`src/rtl/pwm_multi_gen.sv`:
```
// Multi-channel PWM generator: one shared period counter, per-channel duty
// compare, shadow period/duty registers committed only at a period boundary.
// Optional build macro: PWM_CENTER_ALIGN_EN selects an up/down counter
// (centre-aligned PWM); without it the counter is edge-aligned only.
module pwm_multi_gen #(
  parameter int CH             = 4,
  parameter int CNT_W          = 16,
  parameter int DEFAULT_PERIOD = 999,
  parameter int DEFAULT_DUTY   = 500
) (
  input  logic                      clk_pwm,
  input  logic                      clr_pwm,
  input  logic                      en,
  input  logic                      wr_en,
  input  logic [$clog2(CH+1)-1:0]   wr_addr,
  input  logic [CNT_W-1:0]          wr_data,
  input  logic                      upd_req,
  output logic                      upd_busy,
  output logic                      period_end,
  output logic [CH-1:0]             PWM
);

  logic [CNT_W-1:0] cnt_q, cnt_d;
  logic [CNT_W-1:0] period_sh_q, period_sh_d;
  logic [CNT_W-1:0] period_act_q, period_act_d;
  logic [CNT_W-1:0] duty_sh_q  [CH];
  logic [CNT_W-1:0] duty_sh_d  [CH];
  logic [CNT_W-1:0] duty_act_q [CH];
  logic [CNT_W-1:0] duty_act_d [CH];
  logic [CH-1:0]    pwm_q, pwm_d;
  logic             pend_q, pend_d;
  logic             period_end_q, period_end_d;
  logic             en_q, en_d;
  logic             commit;
  logic             run;
`ifdef PWM_CENTER_ALIGN_EN
  logic             dir_q, dir_d;   // 1 = counting down
`endif

  // Shadow register writes; addresses above CH fall through untouched.
  always_comb begin
    period_sh_d = period_sh_q;
    for (int i = 0; i < CH; i++) duty_sh_d[i] = duty_sh_q[i];
    if (wr_en) begin
      if (int'(wr_addr) == CH) period_sh_d = wr_data;
      for (int i = 0; i < CH; i++) begin
        if (int'(wr_addr) == i) duty_sh_d[i] = wr_data;
      end
    end
  end

  // Commit at a boundary cycle, or immediately while stopped. The commit
  // copies the registered shadows, so a write in the commit cycle waits.
  always_comb begin
    commit       = pend_q && (period_end_q || !en);
    pend_d       = upd_req || (pend_q && !commit);
    period_act_d = commit ? period_sh_q : period_act_q;
    for (int i = 0; i < CH; i++) duty_act_d[i] = commit ? duty_sh_q[i] : duty_act_q[i];
  end

  // Counter, compare and boundary flag. The first enabled edge only parks
  // the counter at 0, so a period always starts cleanly after en rises.
  always_comb begin
    en_d  = en;
    run   = en && en_q;
    cnt_d = '0;
`ifdef PWM_CENTER_ALIGN_EN
    dir_d = 1'b0;
    if (run && !commit && (period_act_q != '0)) begin
      if (dir_q) begin
        cnt_d = cnt_q - CNT_W'(1);
        dir_d = (cnt_d != '0);
      end else if (cnt_q >= period_act_q) begin
        cnt_d = cnt_q - CNT_W'(1);
        dir_d = (cnt_d != '0);
      end else begin
        cnt_d = cnt_q + CNT_W'(1);
      end
    end
    if (period_act_d == '0)
      period_end_d = en && (cnt_d == '0);
    else
      period_end_d = en && (cnt_d == CNT_W'(1)) && (dir_d || (period_act_d == CNT_W'(1)));
`else
    if (run && !commit) begin
      cnt_d = (cnt_q >= period_act_q) ? '0 : cnt_q + CNT_W'(1);
    end
    period_end_d = en && (cnt_d == period_act_d);
`endif
    for (int i = 0; i < CH; i++) pwm_d[i] = run && (cnt_q < duty_act_q[i]);
  end

  // State registers with synchronous clear.
  always_ff @(posedge clk_pwm) begin
    if (clr_pwm) begin
      cnt_q        <= '0;
      pwm_q        <= '0;
      pend_q       <= 1'b0;
      period_end_q <= 1'b0;
      en_q         <= 1'b0;
      period_sh_q  <= CNT_W'(DEFAULT_PERIOD);
      period_act_q <= CNT_W'(DEFAULT_PERIOD);
      for (int i = 0; i < CH; i++) begin
        duty_sh_q[i]  <= CNT_W'(DEFAULT_DUTY);
        duty_act_q[i] <= CNT_W'(DEFAULT_DUTY);
      end
`ifdef PWM_CENTER_ALIGN_EN
      dir_q        <= 1'b0;
`endif
    end else begin
      cnt_q        <= cnt_d;
      pwm_q        <= pwm_d;
      pend_q       <= pend_d;
      period_end_q <= period_end_d;
      en_q         <= en_d;
      period_sh_q  <= period_sh_d;
      period_act_q <= period_act_d;
      for (int i = 0; i < CH; i++) begin
        duty_sh_q[i]  <= duty_sh_d[i];
        duty_act_q[i] <= duty_act_d[i];
      end
`ifdef PWM_CENTER_ALIGN_EN
      dir_q        <= dir_d;
`endif
    end
  end

  assign PWM        = pwm_q;
  assign period_end = period_end_q;
  assign upd_busy   = pend_q;

endmodule

```
`config.mk`:
```
export PLATFORM = sky130hd
export DESIGN_NAME = pwm_multi_gen
export DESIGN_NICKNAME = d
export VERILOG_FILES = /design/src/rtl/pwm_multi_gen.sv
export SDC_FILE = /design/constraint.sdc
export NUM_CORES = 1
export LEC_CHECK = 0
export BUFFER_PORTS_ARGS = -buffer_cell sky130_fd_sc_hd__buf_2
export CORE_UTILIZATION = 40
export CTS_BUF_LIST = sky130_fd_sc_hd__clkbuf_16
export DETAILED_ROUTE_END_ITERATION = 12
export PLACE_DENSITY = 0.54
export SETUP_SLACK_MARGIN = 0.05
export SLEW_MARGIN = 20
export SYNTH_ARGS = -nofsm -noshare
export SYNTH_HDL_FRONTEND = slang
export SYNTH_SLANG_ARGS = --single-unit
```
`constraint.sdc`:
```
create_clock -name clk_pwm -period 2.8 [get_ports clk_pwm]
set_input_delay 0 -clock clk_pwm [delete_from_list [all_inputs] [get_ports clk_pwm]]
set_output_delay 0 -clock clk_pwm [all_outputs]
set_load 0.05 [all_outputs]
```
==> results.yml <==
cts:
  cts_made_buffers: 17
  numClockSinks: 183
  cts_max_level: 4
  cts.path.max_buffers: 2
  tritoncts: "done"
  clk_root_buffer_cell: "sky130_fd_sc_hd__clkbuf_16"
  clock_slew_seen_by_the_registers_of_the_worst_setup_and_hold_paths_ns: 0.08
  worst_skew_pair.late_latency_ns: 0.44
drt:
  drc_errors: 0
  finalWirelength_mm: 24.0
  wl_per_cell_um: 17.0
  drt-vias-per-instance: 5.10
  via_count: 7212
  drtAntennaViolNets: 0
  first_pass_iters: 4
  drt_iter0_drc: 535
setup_path:
  worst-path-max-fanout: 8
  worstSetupStartpointType: "flip-flop"
  reg2reg_from: "cnt_q[0]"
  reg2reg_to: "period_end"
  worst-endpoint-arrival_ns: 2.90
  worst-setup-path-type: "reg2reg"
  required_time_of_the_critical_path_ns: 3.17
  logic_depth_of_the_worst_register_to_register_path: 11
  setup.worst_path.end_class: "flip-flop"
  ff2ff_setup_slack_ns: 0.27
place:
  place_congestion: 0.881
  dp.final_hpwl_mm: 16.8
  io_buffers: 29
synthesis:
  synthDominantCellAreaShare_pct: 41.9
  yosys_register_bits: 183
  yosysWarnings: 0
  netlist-cell-type-count: 55
  synth_flop_cell: "sky130_fd_sc_hd__dfxtp_1"
  synthesized_instance_count: 1081
  synth_fp_nets: 1182
  synth_area_per_cell_um2: 8.09
  ys_top_cells_by_area: "sky130_fd_sc_hd__dfxtp_1, sky130_fd_sc_hd__ha_1, sky130_fd_sc_hd__nand2_1"
  netlist.top_cell.by_area: "sky130_fd_sc_hd__dfxtp_1"
  synth-edff-count: 0
  synth_top_cells_by_count: "sky130_fd_sc_hd__nand2_1, sky130_fd_sc_hd__dfxtp_1, sky130_fd_sc_hd__a21oi_1, sky130_fd_sc_hd__inv_1, sky130_fd_sc_hd__ha_1"
  yosysSeqAreaShare_pct: 41.9
  synth.most_common_cell: "sky130_fd_sc_hd__nand2_1"
  synth-async-reset-ratio_pct: 0
  post_synth_instance_area_mm2: 0.00875
finish:
  multi_input_gate_area_in_the_final_layout_mm2: 0.00455
  antennaDiodeCount: 0
  post_route_cells_drive_above_1_share_pct: 9.31
  nets: 1226
  fin_util_pct: 47.6
  final-seq-area_mm2: 0.00366
  layout-area-overhead-vs-synth_pct: 15.5
  fill_cells: 2160
min_path:
  min_delay_worst_endpoint: "duty_sh_q[3][14]"
  hold_path_class: "in2reg"
  worst_hold_startpoint: "wr_addr[0]"
  hold_path_depth: 4
floorplan:
  design.die.area_mm2: 0.0225
  initial_utilization_pct: 41.2
  ioPinCount: 30
  die_x_um: 150
  core_mm2: 0.0212
  std_cell_rows: 53
  die_height_um: 150
global_routing:
  antenna_violations_before_repair: 0
  grt_max_degree: 78
  grt_usage_pct: 22.4
  grt_first_pass_wirelength_mm: 37.7
  via_count_of_the_first_global_routing_pass: 6681
  grt.overflow.total: 0
timing:
  worst_pin_slew_ns: 0.920
  fmaxAchievable_mhz: 396
  relSlewSlack_pct: 38.7
  final_worst_path_cycle_share_pct: 90.2
  sum_of_negative_setup_slack_ns: 0
  hold_violations: 0
  report.final.setup_viol: 0
  clock_skew_ns: 0.0145
  rsz0062_at_grt: "no"
  report.final.slew_viol_count: 0
  final_period_minus_worst_setup_slack_ns: 2.53
  hold_ws_ns: 0.106
power_and_ir_drop:
  worst_ir_drop_vdd_v: 0.000294
  power.leakage_uw: 0.00434
  p_per_area_mw_per_mm2: 559
status:
  run_status: "completed"
flow_run:
  cap_viol_max_count: 0
worst max-delay path by stage:
stage                         from          to  slack, ns  cells after the start
after CTS                 cnt_q[0]  period_end       0.25                     11
after global placement    cnt_q[0]  period_end       0.31                     10
after detailed placement  cnt_q[0]  period_end       0.28                     11
after floorplan           cnt_q[0]  period_end       0.31                     12
final                     cnt_q[0]  period_end       0.27                     11
after global routing      cnt_q[0]  period_end       0.11                     11
metrics by stage:
stage                     setup slack, ns  instance area, um^2  total power [uW]  std cells
after global placement              0.306                 9260              3120       1360
final                               0.274                10100              5650       1413
after floorplan                     0.313                 8750              2980       1081
after CTS                           0.252                10100              5700       1413
after detailed placement            0.277                 9260              3130       1360
after global routing                0.110                10100              5860       1413
cell type report:
type                            count  area share (%)
Clock buffer                       17            4.21
Clock inverter                     15            2.03
Inverter                           87            3.23
Multi-Input combinational cell    756            45.1
Sequential cell                   183            36.3
Tap cell                          275            3.41
Timing Repair Buffer               80            5.77
layout by cell type (no fill, tap or decap), drive strengths merged, types with 6 or more instances in the layout:
master	count
nand2	254
nand4	12
ha	77
xnor2	10
and3	7
nor2	65
xor2	6
a31oi	7
dfxtp	183
nor2b	8
buf	59
inv	94
clkbuf	17
nor3	6
nand3	13
o21ai	15
or2	6
a21o	21
a21oi	128
nand3b	33
nand2b	15
dlygate4sd3	21
a211o	26
report_power, final:
part | switching [uW] | total, uW | internal, uW
combinational | 253 | 396 | 144
sequential | 26.8 | 2690 | 2660
clock | 1190 | 2560 | 1380
total | 1470 | 5650 | 4180
cell families after synthesis:
| group | synth area share (%) |
|---|---|
| compound gates | 16.2 |
| xor+xnor | 1.69 |
| fa+ha+maj | 11.0 |
| buf+inv | 6.14 |
| flops | 41.9 |
| mux | 0.229 |
| simple gates | 22.8 |
worst max-delay path: stages (launching register included):
cell,delay [ns]
sky130_fd_sc_hd__dfxtp_1,0.34
sky130_fd_sc_hd__inv_1,0.06
sky130_fd_sc_hd__ha_1,0.27
sky130_fd_sc_hd__nand2b_1,0.14
sky130_fd_sc_hd__a2111o_1,0.42
sky130_fd_sc_hd__a32oi_1,0.28
sky130_fd_sc_hd__nand3_2,0.18
sky130_fd_sc_hd__buf_4,0.21
sky130_fd_sc_hd__o31ai_1,0.06
sky130_fd_sc_hd__nand4_1,0.13
sky130_fd_sc_hd__a221oi_2,0.18
sky130_fd_sc_hd__and4_1,0.20
registers in the layout, indices dropped and copies added, names as in the netlist:
register      flops
duty_sh_q        64
period_act_q     16
PWM               4
period_end        1
period_sh_q      16
upd_busy          1
duty_act_q       64
cnt_q            16
en_q              1
routing by layer:
| layer | track usage [%] | vias up | wire length [um] |
|---|---|---|---|
| met5 | 0 | - | 0 |
| met4 | 6.36 | 0 | 312 |
| met3 | 2.87 | 21 | 756 |
| met2 | 36.4 | 111 | 11200 |
| met1 | 30.9 | 3369 | 11700 |
| li1 | - | 3711 | - |
repair_timing:
action,in CTS,in global routing
resized for setup,0,1
hold buffers,21,0
hold endpoints to repair,96,0
endpoints found under the setup margin,0,1
setup buffers,0,0
No activity file was read; power rests on OpenSTA's default activity.
